File: src/rtl/sync_fifo_reader_if.sv
// Stream and FIFO read-side signals of sync_fifo_reader, bundled for port connection.
// slave is the reader's view; master is the view of whatever drives the FIFO and consumer side.
interface sync_fifo_reader_if #(
    parameter int p_DATA_WIDTH  = 8,
    parameter int p_COUNT_WIDTH = 16
);
    logic                     i_FIFO_EMPTY;
    logic [p_DATA_WIDTH-1:0]  i_FIFO_DATA;
    logic                     i_FIFO_WRITE_SNOOP;
    logic                     o_READ_REQUEST;
    logic                     o_VALID;
    logic                     i_READY;
    logic [p_DATA_WIDTH-1:0]  o_DATA;
    logic [p_COUNT_WIDTH-1:0] o_WORDS_READ;

    modport slave (
        input  i_FIFO_EMPTY, i_FIFO_DATA, i_FIFO_WRITE_SNOOP, i_READY,
        output o_READ_REQUEST, o_VALID, o_DATA, o_WORDS_READ
    );

    modport master (
        output i_FIFO_EMPTY, i_FIFO_DATA, i_FIFO_WRITE_SNOOP, i_READY,
        input  o_READ_REQUEST, o_VALID, o_DATA, o_WORDS_READ
    );
endinterface

File: src/rtl/sync_fifo_reader.sv
// Drains sync_fifo one word per three cycles into a 2-entry output buffer feeding a valid/ready stream.
// Reads are credit-limited so the buffer can never overflow, and are withheld while the FIFO is being written.
module sync_fifo_reader #(
    parameter int p_DATA_WIDTH  = 8,
    parameter int p_COUNT_WIDTH = 16
) (
    input  logic                  i_CLK,
    input  logic                  i_RESET,
    sync_fifo_reader_if.slave     bus
);
    typedef enum logic [1:0] {
        ST_IDLE    = 2'd0,
        ST_ISSUED  = 2'd1,
        ST_CAPTURE = 2'd2
    } state_t;

    state_t                   r_state;
    logic [1:0]               r_occ;
    logic [p_DATA_WIDTH-1:0]  r_buf0;
    logic [p_DATA_WIDTH-1:0]  r_buf1;
    logic                     r_valid;
    logic [p_COUNT_WIDTH-1:0] r_words;

    logic                     w_in_flight;
    logic                     w_read_req;
    logic                     w_capture;
    logic                     w_pop;
    logic [1:0]               w_occ_next;
    logic [p_DATA_WIDTH-1:0]  w_buf0_next;
    logic [p_DATA_WIDTH-1:0]  w_buf1_next;

    assign w_in_flight = (r_state == ST_ISSUED) || (r_state == ST_CAPTURE);
    assign w_capture   = (r_state == ST_CAPTURE);
    assign w_pop       = r_valid && bus.i_READY;

    // Gated by reset too: the state register already reads IDLE while reset is held.
    assign w_read_req = !i_RESET && (r_state == ST_IDLE) && !bus.i_FIFO_EMPTY
                        && !bus.i_FIFO_WRITE_SNOOP
                        && (({1'b0, r_occ} + {2'b00, w_in_flight}) < 3'd2);

    assign bus.o_READ_REQUEST = w_read_req;
    assign bus.o_VALID        = r_valid;
    assign bus.o_DATA         = r_buf0;
    assign bus.o_WORDS_READ   = r_words;

    // Read sequencer: request, wait out the FIFO read latency, capture.
    always_ff @(posedge i_CLK or posedge i_RESET) begin
        if (i_RESET) begin
            r_state <= ST_IDLE;
        end else begin
            case (r_state)
                ST_IDLE:    r_state <= w_read_req ? ST_ISSUED : ST_IDLE;
                ST_ISSUED:  r_state <= ST_CAPTURE;
                ST_CAPTURE: r_state <= ST_IDLE;
                default:    r_state <= ST_IDLE;
            endcase
        end
    end

    // Next buffer contents for capture, pop, or both in the same edge (order preserved).
    always_comb begin
        w_occ_next  = r_occ;
        w_buf0_next = r_buf0;
        w_buf1_next = r_buf1;
        case ({w_capture, w_pop})
            2'b10: begin
                if (r_occ == 2'd0) begin
                    w_buf0_next = bus.i_FIFO_DATA;
                end else begin
                    w_buf1_next = bus.i_FIFO_DATA;
                end
                w_occ_next = r_occ + 2'd1;
            end
            2'b01: begin
                w_buf0_next = r_buf1;
                w_occ_next  = r_occ - 2'd1;
            end
            2'b11: begin
                if (r_occ == 2'd1) begin
                    w_buf0_next = bus.i_FIFO_DATA;
                end else begin
                    w_buf0_next = r_buf1;
                    w_buf1_next = bus.i_FIFO_DATA;
                end
            end
            default: begin
                w_occ_next = r_occ;
            end
        endcase
    end

    // Output buffer, valid flag and delivered-word counter.
    always_ff @(posedge i_CLK or posedge i_RESET) begin
        if (i_RESET) begin
            r_occ   <= 2'd0;
            r_buf0  <= '0;
            r_buf1  <= '0;
            r_valid <= 1'b0;
            r_words <= '0;
        end else begin
            r_occ   <= w_occ_next;
            r_buf0  <= w_buf0_next;
            r_buf1  <= w_buf1_next;
            r_valid <= (w_occ_next != 2'd0);
            if (w_pop) begin
                r_words <= r_words + p_COUNT_WIDTH'(1);
            end else begin
                r_words <= r_words;
            end
        end
    end

    sync_fifo_reader_checker u_checker (
        .i_CLK       (i_CLK),
        .i_RESET     (i_RESET),
        .i_occ       (r_occ),
        .i_in_flight (w_in_flight),
        .i_read_req  (w_read_req),
        .i_snoop     (bus.i_FIFO_WRITE_SNOOP)
    );
endmodule

// Safety properties of the reader: buffer bound, credit bound and read spacing.
module sync_fifo_reader_checker (
    input logic       i_CLK,
    input logic       i_RESET,
    input logic [1:0] i_occ,
    input logic       i_in_flight,
    input logic       i_read_req,
    input logic       i_snoop
);
    a_occ_bound: assert property (@(posedge i_CLK) disable iff (i_RESET)
        i_occ <= 2'd2);
    a_credit_bound: assert property (@(posedge i_CLK) disable iff (i_RESET)
        ({1'b0, i_occ} + {2'b00, i_in_flight}) <= 3'd2);
    a_no_read_on_write: assert property (@(posedge i_CLK) disable iff (i_RESET)
        !(i_read_req && i_snoop));
    a_read_spacing: assert property (@(posedge i_CLK) disable iff (i_RESET)
        i_read_req |=> !i_read_req);
endmodule
File: src/flat_wrapper.sv
// flat-port wrapper written by rule: the top's interface ports become plain ports
module sync_fifo_reader_flat 
#(
    parameter int p_DATA_WIDTH  = 8,
    parameter int p_COUNT_WIDTH = 16
)
  (i_CLK, i_RESET, bus_i_FIFO_EMPTY, bus_i_FIFO_DATA, bus_i_FIFO_WRITE_SNOOP, bus_i_READY, bus_o_READ_REQUEST, bus_o_VALID, bus_o_DATA, bus_o_WORDS_READ);
  sync_fifo_reader_if #(.p_DATA_WIDTH(p_DATA_WIDTH), .p_COUNT_WIDTH(p_COUNT_WIDTH)) bus_i ();
  input  logic i_CLK;
  input  logic i_RESET;
  input wire logic [$bits(bus_i.i_FIFO_EMPTY)-1:0] bus_i_FIFO_EMPTY;
  input wire logic [$bits(bus_i.i_FIFO_DATA)-1:0] bus_i_FIFO_DATA;
  input wire logic [$bits(bus_i.i_FIFO_WRITE_SNOOP)-1:0] bus_i_FIFO_WRITE_SNOOP;
  input wire logic [$bits(bus_i.i_READY)-1:0] bus_i_READY;
  output wire logic [$bits(bus_i.o_READ_REQUEST)-1:0] bus_o_READ_REQUEST;
  output wire logic [$bits(bus_i.o_VALID)-1:0] bus_o_VALID;
  output wire logic [$bits(bus_i.o_DATA)-1:0] bus_o_DATA;
  output wire logic [$bits(bus_i.o_WORDS_READ)-1:0] bus_o_WORDS_READ;
  assign bus_i.i_FIFO_EMPTY = bus_i_FIFO_EMPTY;
  assign bus_i.i_FIFO_DATA = bus_i_FIFO_DATA;
  assign bus_i.i_FIFO_WRITE_SNOOP = bus_i_FIFO_WRITE_SNOOP;
  assign bus_i.i_READY = bus_i_READY;
  assign bus_o_READ_REQUEST = bus_i.o_READ_REQUEST;
  assign bus_o_VALID = bus_i.o_VALID;
  assign bus_o_DATA = bus_i.o_DATA;
  assign bus_o_WORDS_READ = bus_i.o_WORDS_READ;
  sync_fifo_reader #(.p_DATA_WIDTH(p_DATA_WIDTH), .p_COUNT_WIDTH(p_COUNT_WIDTH)) u_core (.i_CLK(i_CLK), .i_RESET(i_RESET), .bus(bus_i));
endmodule
File: config.mk
export PLATFORM = sky130hd
export DESIGN_NAME = sync_fifo_reader_flat
export DESIGN_NICKNAME = d
export VERILOG_FILES = /design/src/rtl/sync_fifo_reader_if.sv /design/src/rtl/sync_fifo_reader.sv /design/src/flat_wrapper.sv
export SDC_FILE = /design/constraint.sdc
export NUM_CORES = 1
export LEC_CHECK = 0
export BUFFER_PORTS_ARGS = -buffer_cell sky130_fd_sc_hd__buf_4
export CAP_MARGIN = 20
export CORE_ASPECT_RATIO = 0.8
export CORE_MARGIN = 2
export CORE_UTILIZATION = 40
export CTS_CLUSTER_DIAMETER = 200
export CTS_CLUSTER_SIZE = 25
export DETAILED_ROUTE_END_ITERATION = 10
export SETUP_SLACK_MARGIN = 0.05
export SKIP_CTS_REPAIR_TIMING = 1
export SLEW_MARGIN = 40
export SYNTH_ARGS = -nofsm -noshare
export SYNTH_HDL_FRONTEND = slang
export SYNTH_HIERARCHICAL = 1
export SYNTH_SLANG_ARGS = --single-unit
File: constraint.sdc
create_clock -name i_CLK -period 1.82 [get_ports i_CLK]
set_clock_uncertainty 0.15 [all_clocks]
set_input_delay 0.455 -clock i_CLK [delete_from_list [all_inputs] [get_ports i_CLK]]
set_output_delay 0.455 -clock i_CLK [all_outputs]
set_load 0.005 [all_outputs]
==> flow_metrics.py <==
metrics = {
    "outcome": {
        "status": "finished with violations",
        "violations": "negative setup slack",
    },
    "place": {
        "hpwl_um": 2457,
        "pre_cts_slack_ns": -0.08558,
        "gp_congestion": 0.7464,
        "place_inst": 250,
        "dpl_cell_area_mm2": 0.002165,
        "portBuffers": 38,
    },
    "sta": {
        "worst_slew_pin_slew_ns": 0.4688,
        "finalWorstSetupSlack_ns": -0.1856,
        "setup_viol_count_final": 12,
        "min_period_ns": 2.006,
        "max_slew_margin_pct": 68.75,
        "maxSlewViolCount": 0,
        "rsz0062_at_grt": "yes",
        "fmax_mhz": 498.6,
        "finalHoldViolCount": 0,
        "fin_crit_sh_pct": 110.2,
    },
    "worst_setup_path": {
        "cp-start-kind": "flop",
        "cp-end-kind": "output port",
        "crit_type": "flop to output port",
        "crit_required_ns": 1.21,
        "crit_fanout": 2,
        "cp_data_arrival_time_ns": 1.40,
    },
    "global_route": {
        "grt_max_degree": 38,
        "grt_pass1_wl_um": 5692,
        "grt-ovfl-total": 0,
        "antenna_found_initial": 0,
        "grt_use_total_pct": 14.68,
        "grt_pass1_vias": 1284,
    },
    "drt": {
        "ant_nets": 0,
        "totalWireLength_um": 3638,
        "viasPerCell": 4.977,
        "dr_total_vias": 1299,
        "drc": 0,
        "drt-initial-drc-count": 45,
        "first_pass_iters": 4,
        "wl_per_cell_um": 13.94,
    },
    "yosys": {
        "yosysMostFrequentCell": "dfrtp_1",
        "syn_inst": 148,
        "synthFlopType": "dfrtp_1",
        "ys_async_sr_fraction_pct": 100.0,
        "synth_edf_count": 0,
        "synth_nets": 171,
        "synth.largest_area_cell": "dfrtp_1",
        "ys_ff_latch": 37,
        "ys_warn_count": 6,
        "synth.avg_cell_area_um2": 11.72,
        "syn_area_mm2": 0.001734,
        "yosys-top-cells-area": "dfrtp_1 (53%), ha_1 (7.2%), mux2_2 (5.2%), xnor2_1 (5.1%), nand2_1 (4.1%)",
        "synth_seq_area_share_pct": 53.39,
        "yosys-top-cells-count": "dfrtp_1 (37), nand2_1 (19), ha_1 (10), xnor2_1 (10), inv_1 (9)",
        "ys_types": 30,
        "synth_top_area_share_pct": 53.39,
    },
    "finish": {
        "synthToLayoutAreaGrowth_pct": 39.97,
        "drive_gt1_share_pct": 46.08,
        "antenna_cells": 0,
        "fin_cells": 261,
        "final_util_pct": 58.10,
        "fin_area_mm2": 0.002427,
        "nNetsFinal": 226,
    },
    "min_path": {
        "hp-class": "primary input to asynchronous set/reset pin",
    },
    "clock_tree": {
        "cts_buffers": 5,
        "clk_pin_slew_worst_paths_ns": 0.07,
        "root_buffer": "clkbuf_8",
        "clkSinkCount": 37,
        "insertion_delay_ns": 0.28,
        "cts_tree": "built",
        "clock_path_buffers": 2,
        "htreeDepth": 2,
    },
    "floorplanning": {
        "die_x_um": 77.62,
        "placementRows": 21,
        "io_pins": 39,
        "core_area_mm2": 0.004178,
        "start_util_pct": 41.51,
        "die_h_um": 62.89,
        "dieArea_mm2": 0.004881,
    },
    "pwr": {
        "pwr-share-comb_pct": 31.7,
        "power_density_mw_per_mm2": 1194,
        "switching_power_w": 0.0008631,
        "vdd_drop_max_v": 0.0007590,
        "power_frac_seq_pct": 43.5,
        "switching_share_pct": 29.79,
        "power_frac_clock_pct": 24.9,
        "intPower_w": 0.002034,
        "p_leak_nw": 1.184,
        "power_w": 0.002898,
    },
    "run": {
        "max_cap_viol_count": 0,
    },
}
metrics by stage:
stage	hold WS [ns]	TNS, ns
finish	0.1441	-0.3013
global route	0.1992	-1.630
CTS	0.1519	-0.8979
detailed placement	0.3281	-0.9675
global placement	0.3139	-0.3394
floorplan	0.3182	0
worst max-delay path, stage by stage (launching register included):
cell and delay (ns):
dfrtp_1 0.39, inv_2 0.09, ha_4 0.21, a21oi_2 0.15, and4_1 0.18, buf_4 0.10
per-layer routing:
layer,vias up,part of all wire (%),GRT usage [%]
met5,-,0,0
met4,0,0.49,4.688
met3,2,3.4,4.191
met2,22,52,24.78
met1,653,44,18.11
li1,622,-,-
layout make-up:
| class | count | area, um^2 |
|---|---|---|
| Clock buffer | 7 | 86.33 |
| Clock inverter | 1 | 30.03 |
| Sequential cell | 37 | 925.9 |
| Timing Repair Buffer | 49 | 380.4 |
| Tap cell | 57 | 71.32 |
| Inverter | 9 | 33.78 |
| Fill cell | 339 | 1750 |
| Multi-Input combinational cell | 101 | 899.6 |
worst paths after layout:
check / startpoint / end / slack [ns] / cells after the start
setup / recovery: u_core/r_state[1] / bus_o_READ_REQUEST / -0.19 / 5
hold / removal: i_RESET / u_core/bus.o_DATA[0] / 0.14 / 3
setup reg to reg: u_core/r_state[0] / u_core/bus.o_VALID / -0.04 / 9
hold reg to reg: u_core/bus.o_DATA[2] / u_core/bus.o_DATA[2] / 0.34 / 2
max in group asynchronous: i_RESET / u_core/bus.o_WORDS_READ[7] / 1.05 / 3
min in group i_CLK: bus_i_FIFO_DATA[2] / u_core/r_buf1[2] / 0.27 / 2
registers in the layout (all words and copies together) (netlist names):
register	cells
u_core/r_buf1	8
u_core/bus.o_VALID	1
u_core/bus.o_WORDS_READ	16
u_core/r_state	2
u_core/bus.o_DATA	8
u_core/r_occ	2
cells in the final DEF (no fill, tap or decap), types with 4 or more instances in the layout:
| cell type | count |
|---|---|
| clkbuf_8 | 6 |
| inv_1 | 5 |
| nand2_2 | 4 |
| buf_4 | 48 |
| nand2_1 | 16 |
| mux2_2 | 8 |
| xor2_1 | 5 |
| a22oi_2 | 8 |
| ha_4 | 5 |
| xnor2_1 | 10 |
| inv_2 | 4 |
| ha_1 | 5 |
| dfrtp_1 | 37 |
| o21ai_1 | 9 |
| nand3_1 | 6 |
power groups by stage:
| stage | clock, W | combinational [W] | sequential, W |
|---|---|---|---|
| 2_1_floorplan | 0 | 0.000420 | 0.00123 |
| 3_3_place_gp | 0 | 0.000791 | 0.00124 |
| 3_5_place_dp | 0 | 0.000812 | 0.00125 |
| 4_1_cts | 0.000743 | 0.000818 | 0.00124 |
| 5_1_grt | 0.000775 | 0.00103 | 0.00130 |
| 6_report | 0.000720 | 0.000917 | 0.00126 |
logic make-up (layout without fill, tap and decap cells):
group	Yosys count	after routing	share of synthesized area (%)
XOR/XNOR	15	15	7.575
AND/OR/NAND/NOR	45	45	15.87
multiplexers	9	9	5.772
flip-flops	37	37	53.39
adder cells (fa/ha/maj)	10	10	7.215
buffers and inverters	10	66	2.164
AO/OA/AOI/OAI	22	22	8.009
No activity file was read; power rests on OpenSTA's default activity.
